**src/rtl/mbist_cmp_log.sv**
```systemverilog
// Registered MBIST comparator: masked gt/eq/lt flags, saturating fail counter,
// first-fail capture and a fail-log FIFO. Define MBIST_CMP_DIAG_EN to add fail_bitmap.
module mbist_cmp_log #(
  parameter int DW        = 8,
  parameter int AW        = 10,
  parameter int CW        = 16,
  parameter int LOG_DEPTH = 4
) (
  input  logic          clk,
  input  logic          rst_n,
  input  logic          clr,
  input  logic          cmp_valid,
  input  logic [DW-1:0] data_t,
  input  logic [DW-1:0] ramout,
  input  logic [AW-1:0] addr,
  input  logic [DW-1:0] mask,
  output logic          res_valid,
  output logic          gt,
  output logic          eq,
  output logic          lt,
  output logic          fail,
  output logic [CW-1:0] fail_cnt,
  output logic [AW-1:0] ff_addr,
  output logic [DW-1:0] ff_exp,
  output logic [DW-1:0] ff_act,
`ifdef MBIST_CMP_DIAG_EN
  output logic [DW-1:0] fail_bitmap,
`endif
  output logic          log_valid,
  input  logic          log_ready,
  output logic [AW-1:0] log_addr,
  output logic [DW-1:0] log_syndrome,
  output logic          log_overflow
);

  localparam int PW = $clog2(LOG_DEPTH);
  localparam logic [PW:0] FULL_CNT = (PW+1)'(LOG_DEPTH);

  logic [DW-1:0] me, ma, syndrome;
  logic          mismatch, full, pop, push_ok;
  logic [AW-1:0] mem_addr [LOG_DEPTH];
  logic [DW-1:0] mem_syn  [LOG_DEPTH];
  logic [PW-1:0] wr_ptr, rd_ptr;
  logic [PW:0]   count;

  assign me       = data_t & ~mask;
  assign ma       = ramout & ~mask;
  assign syndrome = (data_t ^ ramout) & ~mask;
  assign mismatch = cmp_valid & (me != ma);
  assign full     = (count == FULL_CNT);

  // Fail-log handshake: the head entry transfers on any edge where log_valid and
  // log_ready are both high; log_valid never depends on log_ready and the head
  // entry stays stable until it is popped.
  assign log_valid    = (count != '0);
  assign pop          = log_valid & log_ready;
  assign push_ok      = mismatch & (~full | pop);
  assign log_addr     = log_valid ? mem_addr[rd_ptr] : '0;
  assign log_syndrome = log_valid ? mem_syn[rd_ptr]  : '0;

  always_ff @(posedge clk) begin
    if (!rst_n || clr) begin
      res_valid    <= 1'b0;
      gt           <= 1'b0;
      eq           <= 1'b0;
      lt           <= 1'b0;
      fail         <= 1'b0;
      fail_cnt     <= '0;
      ff_addr      <= '0;
      ff_exp       <= '0;
      ff_act       <= '0;
      wr_ptr       <= '0;
      rd_ptr       <= '0;
      count        <= '0;
      log_overflow <= 1'b0;
`ifdef MBIST_CMP_DIAG_EN
      fail_bitmap  <= '0;
`endif
    end else begin
      res_valid <= cmp_valid;
      if (cmp_valid) begin
        gt <= (me > ma);
        eq <= (me == ma);
        lt <= (me < ma);
      end
      if (mismatch) begin
        fail <= 1'b1;
        if (fail_cnt != '1) fail_cnt <= fail_cnt + 1'b1;
        // Only the very first mismatch since reset/clr is captured.
        if (!fail) begin
          ff_addr <= addr;
          ff_exp  <= data_t;
          ff_act  <= ramout;
        end
`ifdef MBIST_CMP_DIAG_EN
        fail_bitmap <= fail_bitmap | syndrome;
`endif
      end
      if (mismatch && full && !pop) log_overflow <= 1'b1;
      if (push_ok) wr_ptr <= wr_ptr + 1'b1;
      if (pop)     rd_ptr <= rd_ptr + 1'b1;
      if (push_ok && !pop)      count <= count + 1'b1;
      else if (!push_ok && pop) count <= count - 1'b1;
    end
  end

  // Storage needs no reset: empty entries are masked off at the outputs.
  always_ff @(posedge clk) begin
    if (rst_n && !clr && push_ok) begin
      mem_addr[wr_ptr] <= addr;
      mem_syn[wr_ptr]  <= syndrome;
    end
  end

endmodule

```
**config.mk**
```make
export PLATFORM = sky130hd
export DESIGN_NAME = mbist_cmp_log
export DESIGN_NICKNAME = d
export VERILOG_FILES = /design/src/rtl/mbist_cmp_log.sv
export SDC_FILE = /design/constraint.sdc
export NUM_CORES = 1
export LEC_CHECK = 0
export CAP_MARGIN = 20
export CORE_MARGIN = 5
export CORE_UTILIZATION = 50
export CTS_BUF_LIST = sky130_fd_sc_hd__clkbuf_4 sky130_fd_sc_hd__clkbuf_8 sky130_fd_sc_hd__clkbuf_16
export CTS_CLUSTER_DIAMETER = 50
export DETAILED_ROUTE_END_ITERATION = 8
export GPL_ROUTABILITY_DRIVEN = 1
export PLACE_DENSITY = 0.81
export SLEW_MARGIN = 20
export SYNTH_ARGS = -nofsm -noshare
export SYNTH_HDL_FRONTEND = slang
export SYNTH_SLANG_ARGS = --single-unit
```
**constraint.sdc**
```tcl
create_clock -name clk -period 3.6 [get_ports clk]
set_input_delay 0.9 -clock clk [delete_from_list [all_inputs] [get_ports clk]]
set_output_delay 0.9 -clock clk [all_outputs]
set_load 0.01 [all_outputs]
```
==> metrics.md <==
| Metric | Value |
|---|---|
| Total number of vias | 3,765 |
| EDFF count, synth | 72 |
| Post-synth net total | 492 |
| Initial antenna violation count | 0 |
| DR top layer | met4 |
| Post-layout minimum cycle time | 3.265 ns |
| Full die area | 12,950 um^2 |
| Critical path's slowest cell | mux4_2 |
| CP Launch Type | register |
| Metal-1 WL | 5.094 mm |
| Leading area contributor after synthesis | edfxtp_1 |
| Worst flop-to-flop path startpoint | count[0]$_SDFFE_PP0P_ |
| Power per Cell Area | 497.6 nW/um^2 |
| WL/cell | 17.08 um |
| Syn Inst Count | 438 |
| P_leak | 0.002498 uW |
| Status | complete, no violations |
| Max_slew headroom | 34.26% |
| Hold Fails Final Rpt | 0 |
| Number of global-route vias before repair | 3,868 |
| Cts bufs inserted | 17 |
| Flop-to-flop setup slack | 0.97 ns |
| Share of layout cells above drive strength 1 | 11.95% |
| Worst Skew | 0.008623 ns |
| Yosys reg bits | 129 |
| Antenna Nets Post-Route | 0 |
| Leading cell type in the layout, fill and taps excluded | clkdlybuf4s50_1 |
| Fillcell total | 761 |
| GR Util All Layers | 19.79% |
| Least-Margin Pin Slew | 0.9780 ns |
| Worst Hold Class | reg2reg |
| N_diodes | 0 |
| GPL Wtd Cong | 0.8589 |
| Crit path kind | reg2out |
| Reg2reg end | count[2]$_SDFFE_PP0P_ |
| Met3 wire length | 794 um |
| H-Tree Depth | 4 |
| IO Pins | 106 |
| Max cap viols | 0 |
| Final Max Tran Viols | 0 |
| TritonCTS clock tree | yes |
| Vias/cell | 5.340 |
| Area of the multi-input gates | 1987 um^2 |
| Hold_ws | 0.4514 ns |
| Met2 WL post-DR | 6.131 mm |
| Peak supply drop | 255.5 uV |
| CP delay by family, top | buffers and inverters |
| Synth async-reset ratio | 0% |
| RSZ-0062 raised after global routing | false |
| Max Freq | 0.3063 GHz |
| Seq/Total Area, Yosys | 61.34% |
| Final nets | 610 |
| Finish-stage setup viols | 0 |
| Setup TNS | 0 ns |
| Post-Syn Area | 5385 um^2 |
| FF+latch area | 3303 um^2 |
| Drt pass-1 iters | 4 |
| Clock latency on the worst-skew pair | 0.50 ns |
| Clk sink count | 129 |
| 1st-iter DRT viols | 241 |
| Post-CTS sizing | 0 |
| Global-route wire length before repair | 19.99 mm |
| Max stage delay on crit path | 0.57 ns |
| Largest net degree at the start of global routing | 54 |
| Reg clk slew, reported paths | 0.05 ns |
| DRC Markers | 0 |
| Setup Buffers After CTS | 0 |
| Yosys top cell area share | 40.15% |
| Setup crit end kind | primary output |
| Area Overhead vs Synth | 33.90% |
| PortBufs | 105 |
| Grt ovf | 0 |
| Arrival time at the worst endpoint | 2.36 ns |
| Worst R2R Path Depth | 8 |
| Post-Route WL | 12.04 mm |
| Max Buffers Root-to-Sink | 2 |
| Root buffer cell | clkbuf_8 |
| Main synth FF type | edfxtp_1 |
| Fin util | 69.23% |
| Fin crit share | 90.68% |
| Initial Utilization | 51.70% |
| Commonest non-fill, non-tap cells in the layout | clkdlybuf4s50_1 (105), edfxtp_1 (72), nand2_1 (59) |
| Die W | 113.8 um |
| Top cells by area, synth | edfxtp_1 (40%), dfxtp_1 (21%), mux4_2 (7.5%) |
| Die Ht | 113.8 um |
| Warnings, synthesis | 0 |
| Crit path buffers/inverters | 2 |
| Maximum fanout along the worst path | 18 |
| Crit path cell chain | buf_4, mux4_2, and2_1, clkdlybuf4s50_1 |
| Post-synthesis cell type count | 38 |
| Core box area | 10,420 um^2 |
| Rows | 37 |
| Cts hold-fix bufs | 0 |
| WP depth | 4 |
| Post-DP HPWL | 8.161 mm |
| Critical Path Sink | log_syndrome[4] |
| Syn_area_per_cell | 12.29 um^2 |
| WP data required | 2.70 ns |
==> state kept, by name, summed over array words and instances, names as in the netlist, 3 cells and up, named ones only <==
signal	flops
mem_syn	32
ff_act	8
count	3
mem_addr	40
ff_exp	8
ff_addr	10
fail_cnt	16
==> synthesized netlist by cell type, types with 2 or more instances <==
cell type   n
o21a_1      3
nor2b_1    11
xor2_1      4
nand4_1     5
nand2b_1    9
nand3_1     8
clkbuf_1   13
xnor2_1    23
nand2_1    59
edfxtp_1   72
nor4_2      2
nor4b_1     2
inv_1       7
nor3_1      5
or3_1       2
a21oi_1    31
nor4_1      8
nor2_1     36
buf_2       7
ha_1       14
and3_1      7
and2_1     18
mux4_2     18
o21ai_0     4
dfxtp_1    57
==> layer usage <==
layer  up-vias  track usage, %
li1       1800               -
met1      1847           24.18
met2       116           34.12
met3         2           6.472
met4         0           4.830
met5         -               0
==> per-stage QoR <==
stage,setup slack (ns),std cells,instance area (um^2),power (uW)
floorplan,0.3632,438,5385,1826
global placement,0.03731,673,6633,2013
detailed placement,-0.04780,673,6633,2025
CTS,0.2697,705,7201,3625
global route,0.1764,705,7211,3736
finish,0.3354,705,7211,3588
==> tightest hold or removal path, cell delays in order (launching register included) <==
cell	delay, ns
dfxtp_1	0.30
nand2_1	0.05
a21oi_1	0.05
==> kinds of logic (layout without fill, tap and decap cells) <==
| group | after synthesis | after routing | synth area share (%) |
|---|---|---|---|
| and+or+nand+nor | 177 | 177 | 16.38 |
| DFF | 129 | 129 | 61.34 |
| AOI/OAI and AO/OA | 44 | 44 | 4.508 |
| xor gates and xnor gates | 27 | 27 | 4.391 |
| buffers and inverters | 27 | 158 | 2.045 |
| muxes | 19 | 19 | 7.714 |
| adders and majority gates | 15 | 15 | 3.625 |
==> power breakdown <==
part,switching (uW),total [uW],internal [uW]
Clock,561,1590,1030
Sequential,15.8,1600,1590
Combinational,192,392,200
==> cell type report <==
class                   count  share of cell area, %
flip-flops and latches    129                  45.81
repair buffers            119                  16.03
clock buffers              25                  7.080
multi-input cells         282                  27.56
inverters                   7                 0.3644
well taps                 136                  2.360
clock inverters             7                 0.7982
==> worst min-delay path by stage <==
stage,start,endpoint,slack [ns],cells after the start
finish,ff_act[2]$_SDFFE_PP0P_,ff_act[2]$_SDFFE_PP0P_,0.45,2
global route,ff_addr[9]$_SDFFE_PP0P_,ff_addr[9]$_SDFFE_PP0P_,0.48,2
floorplan,count[2]$_SDFFE_PP0P_,count[2]$_SDFFE_PP0P_,0.46,2
CTS,ff_act[2]$_SDFFE_PP0P_,ff_act[2]$_SDFFE_PP0P_,0.45,2
detailed placement,ff_act[2]$_SDFFE_PP0P_,ff_act[2]$_SDFFE_PP0P_,0.45,2
global placement,ff_addr[0]$_SDFFE_PP0P_,ff_addr[0]$_SDFFE_PP0P_,0.44,2
No activity file was read; power rests on OpenSTA's default activity.
